## src/rtl/arb_data_mem_pkg.sv

```systemverilog
// Shared types and sizing helpers for the arbitrated data memory and its arbiter.
package arb_data_mem_pkg;

    typedef enum logic {
        IDLE = 1'b0,
        READ = 1'b1
    } state_t;

    localparam int DEF_N_PORTS = 2;
    localparam int DEF_PTR_W   = $clog2(DEF_N_PORTS);

    function automatic int byte_count(input int data_w);
        return data_w / 8;
    endfunction

    // A single-channel build still needs a 1-bit pointer.
    function automatic int ptr_width(input int n_ports);
        return (n_ports > 1) ? $clog2(n_ports) : 1;
    endfunction

endpackage

```

## src/rtl/arb_data_mem_rr_arbiter.sv

```systemverilog
// Round-robin arbiter: the first request at or after i_ptr wins, wrapping to channel 0.
module rr_arbiter
    import arb_data_mem_pkg::*;
#(
    parameter int N_PORTS = DEF_N_PORTS,
    parameter int PTR_W   = DEF_PTR_W
) (
    input  logic [N_PORTS-1:0] i_req,
    input  logic [PTR_W-1:0]   i_ptr,
    output logic [N_PORTS-1:0] o_gnt,
    output logic [PTR_W-1:0]   o_winner,
    output logic               o_valid
);

    logic [N_PORTS-1:0] w_hi;

    always_comb begin
        // NOTE: every variable written here gets a default first, so no latch is inferred.
        w_hi = '0;
        for (int i = 0; i < N_PORTS; i++) begin
            w_hi[i] = i_req[i] && (i >= int'(i_ptr));
        end
    end

    // Scanning downwards leaves the lowest qualifying index as the winner.
    always_comb begin
        o_gnt    = '0;
        o_winner = '0;
        o_valid  = |i_req;
        for (int i = N_PORTS - 1; i >= 0; i--) begin
            if ((w_hi == '0) ? i_req[i] : w_hi[i]) begin
                o_gnt    = '0;
                o_gnt[i] = 1'b1;
                o_winner = PTR_W'(i);
            end
        end
    end

endmodule

```

## src/rtl/arb_data_mem.sv

```systemverilog
// Multi-channel shared data memory: round-robin grant, byte-enabled writes, RD_LAT read path.
module arb_data_mem
    import arb_data_mem_pkg::*;
#(
    parameter int DATA_W  = 32,
    parameter int ADDR_W  = 4,
    parameter int N_PORTS = DEF_N_PORTS,
    parameter int RD_LAT  = 1
) (
    input  logic                          clk,
    input  logic                          n_reset,
    input  logic [N_PORTS-1:0]            req,
    input  logic [N_PORTS-1:0]            we,
    input  logic [N_PORTS*ADDR_W-1:0]     addr,
    input  logic [N_PORTS*DATA_W-1:0]     wdata,
    input  logic [N_PORTS*(DATA_W/8)-1:0] be,
    output logic [N_PORTS-1:0]            gnt,
    output logic [N_PORTS-1:0]            rvalid,
    output logic [DATA_W-1:0]             rdata,
    output logic                          busy
);

    localparam int NB    = byte_count(DATA_W);
    localparam int PTR_W = ptr_width(N_PORTS);
    localparam int DEPTH = 2 ** ADDR_W;
    localparam int CNT_W = 2;

    state_t             r_state;
    logic [PTR_W-1:0]   r_ptr;
    logic [PTR_W-1:0]   r_owner;
    logic [ADDR_W-1:0]  r_raddr;
    logic [CNT_W-1:0]   r_cnt;
    logic [DATA_W-1:0]  r_mem [DEPTH];

    logic [N_PORTS-1:0] w_arb_gnt;
    logic [PTR_W-1:0]   w_winner;
    logic [PTR_W-1:0]   w_ptr_next;
    logic               w_arb_valid;
    logic               w_free;
    logic               w_done;
    logic               w_grant;
    logic               w_win_we;
    logic [ADDR_W-1:0]  w_win_addr;
    logic [DATA_W-1:0]  w_win_wdata;
    logic [NB-1:0]      w_win_be;

    // The last read cycle frees the memory, so a waiting channel is granted alongside rvalid.
    assign w_done  = (r_state == READ) && (r_cnt == '0);
    assign w_free  = n_reset && ((r_state == IDLE) || w_done);
    assign w_grant = w_free && w_arb_valid;

    rr_arbiter #(
        .N_PORTS (N_PORTS),
        .PTR_W   (PTR_W)
    ) u_arb (
        .i_req    (req),
        .i_ptr    (r_ptr),
        .o_gnt    (w_arb_gnt),
        .o_winner (w_winner),
        .o_valid  (w_arb_valid)
    );

    assign gnt         = w_free ? w_arb_gnt : '0;
    assign w_win_we    = we[w_winner];
    assign w_win_addr  = addr[w_winner*ADDR_W +: ADDR_W];
    assign w_win_wdata = wdata[w_winner*DATA_W +: DATA_W];
    assign w_win_be    = be[w_winner*NB +: NB];
    assign w_ptr_next  = (w_winner == PTR_W'(N_PORTS - 1)) ? '0 : w_winner + 1'b1;

    assign busy  = (r_state == READ) && (r_cnt != '0);
    assign rdata = w_done ? r_mem[r_raddr] : '0;

    always_comb begin
        rvalid = '0;
        if (w_done) begin
            rvalid[r_owner] = 1'b1;
        end
    end

    always_ff @(posedge clk or negedge n_reset) begin
        // NOTE: sequential state is updated with non-blocking assignments only.
        if (!n_reset) begin
            r_state <= IDLE;
            r_ptr   <= '0;
            r_owner <= '0;
            r_raddr <= '0;
            r_cnt   <= '0;
        end else begin
            case (r_state)
                READ: begin
                    if (r_cnt != '0) begin
                        r_cnt <= r_cnt - 1'b1;
                    end else begin
                        r_state <= IDLE;
                    end
                end
                default: r_state <= IDLE;
            endcase
            if (w_grant) begin
                r_ptr <= w_ptr_next;
                if (!w_win_we) begin
                    r_state <= READ;
                    r_owner <= w_winner;
                    r_raddr <= w_win_addr;
                    r_cnt   <= CNT_W'(RD_LAT - 1);
                end
            end
        end
    end

    // NOTE: the storage array has no reset; it is plain RAM and holds its contents across reset.
    always_ff @(posedge clk) begin
        if (w_grant && w_win_we) begin
            for (int b = 0; b < NB; b++) begin
                if (w_win_be[b]) begin
                    r_mem[w_win_addr][b*8 +: 8] <= w_win_wdata[b*8 +: 8];
                end
            end
        end
    end

endmodule

```

## config.mk

```make
export PLATFORM = sky130hd
export DESIGN_NAME = arb_data_mem
export DESIGN_NICKNAME = d
export VERILOG_FILES = /design/src/rtl/arb_data_mem_pkg.sv /design/src/rtl/arb_data_mem_rr_arbiter.sv /design/src/rtl/arb_data_mem.sv
export SDC_FILE = /design/constraint.sdc
export NUM_CORES = 1
export LEC_CHECK = 0
export CAP_MARGIN = 5
export CORE_ASPECT_RATIO = 1.4
export CORE_MARGIN = 3
export CORE_UTILIZATION = 64
export CTS_CLUSTER_SIZE = 12
export DETAILED_ROUTE_END_ITERATION = 16
export HOLD_SLACK_MARGIN = 0.02
export PLACE_DENSITY = 0.85
export SYNTH_ARGS = -nofsm -noshare
export SYNTH_HDL_FRONTEND = slang
export SYNTH_HIERARCHICAL = 1
export SYNTH_SLANG_ARGS = --single-unit
```

## constraint.sdc

```tcl
create_clock -name clk -period 4.95 [get_ports clk]
set_input_delay 0.7425 -clock clk [delete_from_list [all_inputs] [get_ports clk]]
set_output_delay 0.7425 -clock clk [all_outputs]
set_load 0.05 [all_outputs]
```

==> results.cfg <==
[critical_path]
critPathCaptureType = output pin
r2r_start = r_ptr$_DFFE_PN0P_
timing.rr.end = r_mem[8][10]$_DFFE_PP_
crit_required_ns = 4.21
worstSetupPathType = reg2out
reg2reg_slack_ns = 1.57
rr_worst_depth = 6
start_kind = flop
critPathArrivalTime_ns = 3.63
cp_max_fo = 55

[synth]
synth_cell_types = 33
synth-seq-cells = 521
synth_nets = 1062
ys_seq_area_share_pct = 74.78
yosysWarnings = 6
syn_avg_cell_area_um2 = 21.37
syn_inst = 976
netlist_area_mm2 = 0.02086

[placed_design]
gp_congestion = 0.8350
hpwl_mm = 29.52
port_buffers = 122

[timing]
slew_viol_final = 0
fmax_mhz = 228.8
hold_violations = 0
post-route-min-period_ns = 4.371
finalClockSkew_ns = 0.01666
min_period_over_period_pct = 88.31
finalSetupViolCount = 0
grt_setup_unrepaired = no
maxSlewHeadroom_pct = 21.51
tns_ns = 0
tightest_slew_ns = 1.177

[final_layout]
fin_util_pct = 74.87
nNetsFinal = 1200
areaGrowthSynthToFinish_pct = 14.46
diodes = 0
drive_gt1_share_pct = 22.16

[route]
via_per_inst = 6.850
routedWlPerCell_um = 30.84
dr.pass1.iters = 6
drc = 0
drt_iter0_markers = 1409
wl_mm = 48.45
postRouteAntennaNets = 0
vias = 10760

[die]
die_h_um = 219.6
row_count = 77
core_area_mm2 = 0.03189
dieArea_mm2 = 0.03483
io_pins = 123
fp.dieW_um = 158.6
start_util_pct = 65.41

[global_routing]
grt_pass1_wl_mm = 71.36
grt_pass1_vias = 11170
antenna_found_initial = 0
grt_max_degree = 59
grt_overflow = 0
grt_usage_pct = 28.38

[clocking]
clk-insertion-delay-late_ns = 0.56
cts-resized-gates = 0
post_cts_buffers = 0
root_buffer = clkbuf_16
cts_buffers = 49
cts_tree = yes
holdBufCountCts = 0
clockBufferDepth = 3
clock_sinks = 521
path_clk_slew_ns = 0.06
htreeDepth = 2

[pwr]
power_density_mw_per_mm2 = 428.5
leakagePower_nw = 7.561
ir_drop_v = 0.0004314

[run_status]
status = complete, no violations

[hold_path]
min_path_type = in2async

[job]
cap_violations = 0
cells in the final DEF (no fill, tap or decap), types with 2 or more instances in the layout:
cell | netlist | final
buf_12 | 0 | 3
buf_4 | 20 | 16
clkdlybuf4s50_1 | 0 | 122
a2111o_1 | 4 | 4
o22ai_1 | 48 | 48
dfrtp_1 | 9 | 6
dfrtp_4 | 0 | 3
nand3b_1 | 4 | 4
nor2_1 | 65 | 65
clkbuf_1 | 9 | 20
nor3b_1 | 3 | 3
mux4_2 | 128 | 128
mux2i_1 | 66 | 66
mux2_2 | 41 | 41
and3b_1 | 6 | 6
nor3_1 | 2 | 2
and3_1 | 6 | 6
clkbuf_16 | 0 | 51
inv_1 | 4 | 4
nor3b_2 | 3 | 3
edfxtp_1 | 512 | 512
nand2_1 | 3 | 3
nand3_1 | 6 | 5
power breakdown:
group          switching [mW]  internal, mW  total (mW)
sequential              0.170          4.94        5.11
clock                    1.49          1.88        3.37
combinational           0.915         0.836        1.75
worst max path at each step:
stage | end | slack, ns | from
detailed placement | r_mem[5][27]$_DFFE_PP_ | 0.95 | req[1]
finish | rdata[4] | 0.58 | r_raddr[1]$_DFFE_PN0P_
CTS | rdata[4] | 0.57 | r_raddr[1]$_DFFE_PN0P_
floorplan | rdata[21] | 2.22 | r_cnt[0]$_DFF_PN0_
global placement | r_mem[9][28]$_DFFE_PP_ | 1.09 | req[1]
global route | rdata[4] | 0.42 | r_raddr[1]$_DFFE_PN0P_
layer usage:
metal  up-vias  global-route usage [%]  part of all wire, %
met3       132                   6.287                  9.6
met5         -                       0                    0
li1       4351                       -                    -
met1      5521                   38.22                   36
met2       757                   46.10                   50
met4         0                   11.05                  4.4
Yosys cell counts, drive strengths merged:
master,count,share of area (%)
buf,43,1.4
a21boi,2,0.072
o22ai,48,1.4
o21ai,1,0.042
o41ai,1,0.042
inv,5,0.090
or3,1,0.030
nand3,6,0.14
edfxtp,512,74
dfrtp,9,1.1
mux4,128,14
mux2i,66,3.2
and3,6,0.18
a2111o,4,0.22
nand2b,1,0.030
and3b,6,0.25
nor3,3,0.096
nor3b,6,0.29
clkbuf,11,0.23
nand2,3,0.054
and2,1,0.030
o311ai,1,0.042
nand3b,4,0.14
or2,1,0.030
nor2,65,1.2
mux2,41,2.2
nand4,1,0.030
logic make-up after synthesis:
| family | count (synthesis) | synth area share, % |
|---|---|---|
| multiplexers | 235 | 19.20 |
| buffers and inverters | 59 | 1.685 |
| flip-flops | 521 | 74.78 |
| AND/OR/NAND/NOR | 104 | 2.477 |
| AO/OA/AOI/OAI | 57 | 1.853 |
final cells by class:
| type | count | area (µm²) |
|---|---|---|
| clock buffer | 72 | 1365 |
| fill | 1654 | 8013 |
| tap | 434 | 543.0 |
| timing repair buffer | 141 | 1401 |
| multi-input combinational | 396 | 4925 |
| clock inverter | 2 | 12.51 |
| inverter | 5 | 18.77 |
| sequential | 521 | 15610 |
critical path, stage by stage, from the launching register on:
cell and delay [ns]:
dfrtp_4 1.03, buf_4 0.37, mux4_2 0.54, mux2i_1 0.23, o22ai_1 0.12, clkdlybuf4s50_1 0.74
metrics by stage:
stage	worst slack [ns]	instances	cell area (µm²)	total power, mW	hold slack (ns)
6_report	0.5786	1571	23880	10.23	0.4962
5_1_grt	0.4229	1571	23880	10.51	0.5163
2_1_floorplan	2.223	976	20860	6.397	0.4469
3_5_place_dp	0.9505	1497	22500	6.929	0.5649
3_3_place_gp	1.089	1497	22500	6.888	0.5424
4_1_cts	0.5743	1571	23880	10.27	0.4811
flip-flops by register name, indices dropped and copies added (netlist names):
register / count
r_state: 1
r_ptr: 1
r_raddr: 4
r_mem: 512
r_cnt: 2
r_owner: 1
(Power assumes the default switching activity.)
